--- src/rtl/alu_exec_unit.sv ---
// Execute-stage ALU: single-cycle logic/arith ops plus a WIDTH-cycle shift-add multiply.
// Define ALU_FLAGS_EN to add the registered Negative/Overflow/Carry outputs.
module alu_exec_unit #(
   parameter int WIDTH = 64,
   parameter int CNT_W = 7
) (
   input  logic             CLK,
   input  logic             Reset,
   input  logic             Start,
   input  logic [3:0]       ALUCtrl,
   input  logic [WIDTH-1:0] BusA,
   input  logic [WIDTH-1:0] BusB,
   output logic [WIDTH-1:0] BusW,
   output logic             Zero,
   output logic             Busy,
   output logic             Done
`ifdef ALU_FLAGS_EN
   ,
   output logic             Negative,
   output logic             Overflow,
   output logic             Carry
`endif
);

   localparam logic [3:0] OP_AND  = 4'b0000;
   localparam logic [3:0] OP_ORR  = 4'b0001;
   localparam logic [3:0] OP_ADD  = 4'b0010;
   localparam logic [3:0] OP_SUB  = 4'b0110;
   localparam logic [3:0] OP_PASS = 4'b0111;
   localparam logic [3:0] OP_MUL  = 4'b1000;
   localparam logic [CNT_W-1:0] CNT_LAST = CNT_W'(WIDTH - 1);

   typedef enum logic [1:0] {IDLE, MUL, FIN} state_t;

   state_t           state, state_nxt;
   logic [CNT_W-1:0] cnt;
   logic [WIDTH-1:0] mcand, mplier, acc;
   logic [WIDTH-1:0] single_res;
   logic             start_mul;

   function automatic logic [WIDTH-1:0] exec_op(input logic [3:0] ctrl,
                                                input logic [WIDTH-1:0] a,
                                                input logic [WIDTH-1:0] b);
      logic [WIDTH-1:0] res;
      res = '0;
      case (ctrl)
         OP_AND:  res = a & b;
         OP_ORR:  res = a | b;
         OP_ADD:  res = a + b;
         OP_SUB:  res = a + ~b + WIDTH'(1);
         OP_PASS: res = b;
         default: res = '0;
      endcase
      return res;
   endfunction

`ifdef ALU_FLAGS_EN
   // Returns {overflow, carry}; subtraction carry is the A+~B+1 carry-out (1 = no borrow).
   function automatic logic [1:0] exec_flags(input logic [3:0] ctrl,
                                             input logic signed [WIDTH-1:0] a,
                                             input logic signed [WIDTH-1:0] b);
      logic [WIDTH:0]          sum;
      logic signed [WIDTH-1:0] res;
      logic                    c, v;
      sum = '0;
      c   = 1'b0;
      v   = 1'b0;
      if (ctrl == OP_ADD) begin
         sum = {1'b0, a} + {1'b0, b};
         res = $signed(sum[WIDTH-1:0]);
         c   = sum[WIDTH];
         v   = ((a < 0) == (b < 0)) && ((res < 0) != (a < 0));
      end else if (ctrl == OP_SUB) begin
         sum = {1'b0, a} + {1'b0, ~b} + (WIDTH+1)'(1);
         res = $signed(sum[WIDTH-1:0]);
         c   = sum[WIDTH];
         v   = ((a < 0) != (b < 0)) && ((res < 0) != (a < 0));
      end
      return {v, c};
   endfunction

   logic [1:0] single_flags;
   assign single_flags = exec_flags(ALUCtrl, BusA, BusB);
`endif

   assign single_res = exec_op(ALUCtrl, BusA, BusB);
   assign start_mul  = (state == IDLE) && Start && (ALUCtrl == OP_MUL);

   always_comb begin
      state_nxt = state;
      case (state)
         IDLE:    if (start_mul) state_nxt = MUL;
         MUL:     if (cnt == CNT_LAST) state_nxt = FIN;
         FIN:     state_nxt = IDLE;
         default: state_nxt = IDLE;
      endcase
   end

   // Control and result registers
   always_ff @(posedge CLK) begin
      if (Reset) begin
         state <= IDLE;
         cnt   <= '0;
         BusW  <= '0;
         Zero  <= 1'b1;
         Busy  <= 1'b0;
         Done  <= 1'b0;
`ifdef ALU_FLAGS_EN
         Negative <= 1'b0;
         Overflow <= 1'b0;
         Carry    <= 1'b0;
`endif
      end else begin
         state <= state_nxt;
         Busy  <= (state == MUL);
         Done  <= 1'b0;
         case (state)
            IDLE: begin
               if (start_mul) begin
                  cnt <= '0;
               end else if (Start) begin
                  BusW <= single_res;
                  Zero <= (single_res == '0);
                  Done <= 1'b1;
`ifdef ALU_FLAGS_EN
                  Negative <= single_res[WIDTH-1];
                  Overflow <= single_flags[1];
                  Carry    <= single_flags[0];
`endif
               end
            end
            MUL: cnt <= cnt + CNT_W'(1);
            FIN: begin
               BusW <= acc;
               Zero <= (acc == '0);
               Done <= 1'b1;
`ifdef ALU_FLAGS_EN
               Negative <= acc[WIDTH-1];
               Overflow <= 1'b0;
               Carry    <= 1'b0;
`endif
            end
            default: ;
         endcase
      end
   end

   // Multiply datapath: operands latched on start, product accumulated mod 2^WIDTH
   always_ff @(posedge CLK) begin
      if (start_mul) begin
         mcand  <= BusA;
         mplier <= BusB;
         acc    <= '0;
      end else if (state == MUL) begin
         if (mplier[0]) acc <= acc + mcand;
         mcand  <= mcand << 1;
         mplier <= mplier >> 1;
      end
   end

endmodule
--- config.mk ---
export PLATFORM = sky130hd
export DESIGN_NAME = alu_exec_unit
export DESIGN_NICKNAME = d
export VERILOG_FILES = /design/src/rtl/alu_exec_unit.sv
export SDC_FILE = /design/constraint.sdc
export NUM_CORES = 1
export LEC_CHECK = 0
export BUFFER_PORTS_ARGS = -buffer_cell sky130_fd_sc_hd__buf_2
export CAP_MARGIN = 25
export CORE_AREA = 10 10 230 232
export CTS_BUF_LIST = sky130_fd_sc_hd__clkbuf_16
export DETAILED_ROUTE_END_ITERATION = 8
export DIE_AREA = 0 0 240 242
export PLACE_DENSITY = 0.73
export REMOVE_ABC_BUFFERS = 1
export SYNTH_ARGS = -nofsm -noshare
export SYNTH_HDL_FRONTEND = slang
export SYNTH_SLANG_ARGS = --single-unit
--- constraint.sdc ---
create_clock -name CLK -period 8.01 [get_ports CLK]
set_clock_uncertainty 0.15 [all_clocks]
set_input_delay 1.2015 -clock CLK [delete_from_list [all_inputs] [get_ports CLK]]
set_output_delay 1.2015 -clock CLK [all_outputs]
set_load 0.02 [all_outputs]
# After elaboration in Yosys (flattened, before gate mapping)
# Index checks and enable logic that the tools add are counted.
totals:
  input_bits: 135
  word_cells: 61
  out_inout_bits: 67
  regBits: 268
op_classes:
  eq_ne: 12
  bitwise_logic: 3
  muxes: 19
  n_reduce_logical: 13
  addsub: 5
ops:
  columns: ["operator", "n"]
  rows:
  - ["64-bit two-way mux", 6]
  - ["64-bit one-hot mux with 5 select lines", 1]
  - ["64-bit adder", 3]
  - ["64-bit logical NOT", 2]
  - ["64-bit one-hot mux with 2 select lines", 1]
  - ["64-bit by 1-bit adder with 64-bit output (second input constant)", 1]
  - ["64-bit AND", 1]
  - ["64-bit inverter", 1]
  - ["64-bit OR", 1]
  - ["7-bit one-hot mux with 2 select lines", 1]
  - ["4-bit by 3-bit == test with 1-bit output (second input constant)", 2]
  - ["2-bit inequality test (second input constant)", 4]
  - ["7-bit by 1-bit adder with 7-bit output (second input constant)", 1]
  - ["7-bit by 6-bit == test with 1-bit output (second input constant)", 1]
  - ["7-bit two-way mux", 1]
  - ["2-bit AND reduction", 3]
  - ["2-bit nonzero test", 3]
  - ["4-bit by 1-bit == test with 1-bit output (second input constant)", 1]
  - ["4-bit by 2-bit == test with 1-bit output (second input constant)", 1]
  - ["4-bit == test (second input constant)", 1]
  - ["4-bit logical NOT", 1]
  - ["1-bit two-way mux", 4]
  - ["2-bit two-way mux", 2]
  - ["1-bit one-hot mux with 2 select lines", 2]
  - ["other kinds (6)", 7]

# Logic depth before layout (Yosys ltp)
logic_depth:
  ltp_word: 8
  ltp_mapped: 18
  depth_no_buf: 18

# Worst setup path before layout
# No wires, ideal clock.
synth_timing:
  kind: "input to register"
  from: "input port ALUCtrl[1]"
  to: "register cnt[4]"
  stages: 9
  required_time_ps: 7732
  t_arrival_ps: 5973
  n_path_buf: 2
  slack_ps: 1760
  setup_ps: 128
  path_cell_list: "clkbuf_1 -> nor2_1 -> nand3_1 -> or4b_2 -> clkbuf_1 -> nand2_1 -> o21ai_0 -> a22oi_1 -> nor2_1"
synth_between:
  elab_chain_len: 4
synth_lines:
  columns: ["item", "line", "source"]
  rows:
  - ["from (decl)", "10", "input logic [3:0] ALUCtrl,"]
  - ["4-bit == test", "87", "assign start_mul = (state == IDLE) && Start && (ALUCtrl == OP_MUL);"]
  - ["1-bit logical AND", "87", null]
  - ["2-bit inequality test (no source line)", null, null]
  - ["2-bit AND reduction (no source line)", null, null]
  - ["to (signal assigned)", "132", "MUL: cnt <= cnt + CNT_W'(1);"]
  - ["to (decl)", "36", "logic [CNT_W-1:0] cnt;"]
# No other way between the ends.
# A chain may end at the register's enable or synchronous reset.

# Worst setup path in the final report
layout_timing:
  from: "input port BusA[4]"
  to: "register Zero"
layout_between:
  elab_chain_len: 7
  word_cells_on_any_way: 10
  classes_between: "add/sub: 3; mux: 4; bitwise: 2; reduce/logical: 1"
layout_lines:
  columns: ["item", "line", "source"]
  rows:
  - ["from (decl)", "11", "input logic [WIDTH-1:0] BusA,"]
  - ["64-bit adder", "50", "OP_SUB: res = a + ~b + WIDTH'(1);"]
  - ["64-bit by 1-bit adder with 64-bit output", "50", null]
  - ["64-bit one-hot mux with 5 select lines (*)", "46", "case (ctrl)"]
  - ["64-bit logical NOT (*)", "123", "Zero <= (single_res == '0);"]
  - ["1-bit two-way mux (*)", "121", "end else if (Start) begin"]
  - ["1-bit two-way mux (*)", "119", "if (start_mul) begin"]
  - ["1-bit one-hot mux with 2 select lines (*)", "117", "case (state)"]
  - ["to (signal assigned)", "123", null]
  - ["to (signal assigned)", "135", "Zero <= (acc == '0);"]
  - ["to (decl)", "14", "output logic Zero,"]
# Mark *: on every way between the ends. The rest lies on a longest branch, timed or not. The select of a mux whose other input is x is not followed.

==> run metrics <==
Fillers 4,604; die width 240 um; Via density 6.67; via count 28,100; top routing layer used met5; worst hold margin 0.293 ns; # rows 81; die height 242 um; switching power 2300 uW; Syn-to-layout area delta 9.20%; Yosys Warn Count 0; Final TNS setup 0 ns; Buf+Inv Stages, Crit Path 2; RSZ-0062 raised after global routing no; status completed; Overall Global Routing Usage 0.362; Final min period 7.03 ns; Seq pwr share 0.313; register area share after synthesis 0.254; Worst-path clk slew 0.05 ns; Final Net Count 3,980; met2 wire length 45.8 mm; Root Driver clkbuf_16; Slew @ Worst Pin 1.11 ns; DRT Pass-1 Iters 7; critical path arrival 7.36 ns; Leak Pwr 0.0124 uW; combinational share of power 0.403; total internal power 3350 uW; met1 WL 45.8 mm; Cells after Synth 3,512; top post-synthesis cells by count nand2_1 (426), a21oi_1 (351), nor2_1 (334); # H-tree levels 2; CTS Hold Bufs 0; vias in the first global route 26,000; Placed Cells 4,159; post-cts sizing count 0; postcts setup bufs 0; initial DRC count 3,929; Inserted Diodes 0; Clock Latency Late Sink 0.58 ns; CP top delay family simple AND/OR/NAND/NOR gates; CP required 8.35 ns; power consumption 5650 uW; fin. max-slew vios 0; Core ar. 0.0484 mm2; clock buffer depth 3; Cell variety after synth 105; Critical Setup Path Class input pin to flip-flop; Initial Utilization 0.540; Startpoint Class input pin; Routed Wire Length 109 mm; Top FF cell, synth dfxtp_1; clk sink count 268; fin cells 4,220; Net Sw Frac 0.407; area leader, netlist edfxtp_1; GPL Wtd Cong 1.09; EDFF count, synth 128; largest net degree at the start of global routing 100; Post-route DRC 0; async set-reset flop share out of synthesis 0; clock tree from TritonCTS done; WL per Instance 25.9 um; final hold violations 0; clock share of power 0.285; initial antenna violation count 2; top-count cell post-synth nand2_1; global-route wire length before repair 163 mm; Slowest cell on crit path o21ai_0; final period utilization 0.877; ratio of cells with drive above 1 in the final layout 0.104; WL met3 12.4 mm; die area 0.0581 mm2; crit-path max FO 9; dominant cells by area after synthesis edfxtp_1 (15%), ha_1 (13%), dfxtp_1 (11%), a21oi_1 (6.7%), nand2_1 (6.1%); grt total ovfl 0; cells along the critical path buf_2 > inv_1 > ha_1 > a21oi_1 > nand2_1 > o21ai_0 > nand2_1 > a211oi_2 > nor3_1 > o21ai_0 > o211ai_1 > or4_1 > nor4_1 > nand4_1 > nor4_1 > nand3_1 > a31oi_1; detailed placement HPWL 83.7 mm; syn_area_per_cell 7.45 um2; Mapped Area 0.0262 mm2; I/O pins 202; max_cap viols 0; Power Density 198 mW/mm2; Max Fclk 142 MHz; Seq cells post-synth 268; slowest stage delay, CP 0.92 ns; total CTS buffers 34; I/O Buffers 201; antenna violation net count after detailed routing 0; Max rail drop VDD 0.000191 V; Critical Path End Type flip-flop; slew margin rel. 0.252; final setup fails 0; share of the synthesized area in the top cell type 0.147; Worst Hold Class flip-flop to flip-flop
-- power by group through the flow --
stage / Combinational [uW] / Clock [uW] / Sequential [uW]
floorplan: 1560 / 0 / 1740
global placement: 2190 / 0 / 1780
detailed placement: 2180 / 0 / 1790
CTS: 2200 / 1620 / 1760
global route: 2480 / 1660 / 1780
finish: 2270 / 1610 / 1770
-- flip-flops by register name (all words and copies together), names as in the netlist --
| signal | cells |
|---|---|
| Done | 1 |
| mplier | 64 |
| acc | 64 |
| Zero | 1 |
| mcand | 64 |
| BusW | 64 |
| cnt | 7 |
| Busy | 1 |
| state | 2 |
-- logic make-up (layout without fill, tap and decap cells) --
logic type      count (synthesis)  in the layout  share of synthesized area
fa+ha+maj                     272            272                      0.131
compound gates               1216           1216                      0.300
buf+inv                       440            526                     0.0664
simple gates                 1217           1217                      0.215
xor+xnor                       85             85                     0.0285
mux                            14             14                    0.00545
flops                         268            268                      0.254
-- cell type report --
cell class | instances | area (um2) | area share
multi-input combinational | 2804 | 17900 | 0.625
sequential | 268 | 6650 | 0.233
timing repair buffer | 237 | 1290 | 0.0451
clock buffer | 37 | 926 | 0.0324
inverter | 228 | 856 | 0.0300
tap | 622 | 778 | 0.0272
clock inverter | 24 | 218 | 0.00762
-- metal layers --
layer / GRT usage / vias up
met4: 0.150 / 4
met1: 0.511 / 13300
met3: 0.0727 / 277
li1: - / 12900
met2: 0.527 / 1665
met5: 0 / -
-- final timing paths --
kind / from / endpoint / cells past startpoint / slack, ns
max: BusA[4] / Zero / 17 / 0.98
min reg2reg: BusW[61] / BusW[61] / 2 / 0.29
min: BusW[61] / BusW[61] / 2 / 0.29
max reg2reg: state[0] / Zero / 15 / 2.68
-- tightest hold or removal path, delay by kind of cell (launching register included) --
kind	cells	cell delay [ns]
flip-flops	1	0.32
AND/OR/NAND/NOR	1	0.05
AO/OA/AOI/OAI	1	0.05
-- metrics by stage --
stage	cell area, um2	worst slack, ns	utilization
global route	28600	1.05	0.590
detailed placement	27400	0.776	0.566
floorplan	25300	-0.809	-
finish	28600	0.983	0.590
CTS	28600	1.32	0.590
global placement	27400	0.907	0.566
-- placed cells by master (no fill, tap or decap), drive strengths merged, types with 12 or more instances in the layout --
master / instances
a2111oi: 12
a211o: 13
a211oi: 59
a21boi: 13
a21o: 56
a21oi: 360
a221oi: 47
a22oi: 31
a311oi: 14
a31oi: 41
and2: 18
and3: 19
buf: 237
clkbuf: 37
clkinv: 13
dfxtp: 140
edfxtp: 128
ha: 269
inv: 233
mux2i: 12
nand2: 428
nand2b: 21
nand3: 90
nand4: 48
nor2: 336
nor2b: 39
nor3: 94
nor4: 56
o2111ai: 14
o211ai: 48
o21a: 27
o21ai: 311
o21bai: 37
o31ai: 38
or2: 18
or3: 15
xnor2: 63
xor2: 22
Power figures use the tool's default switching activity.
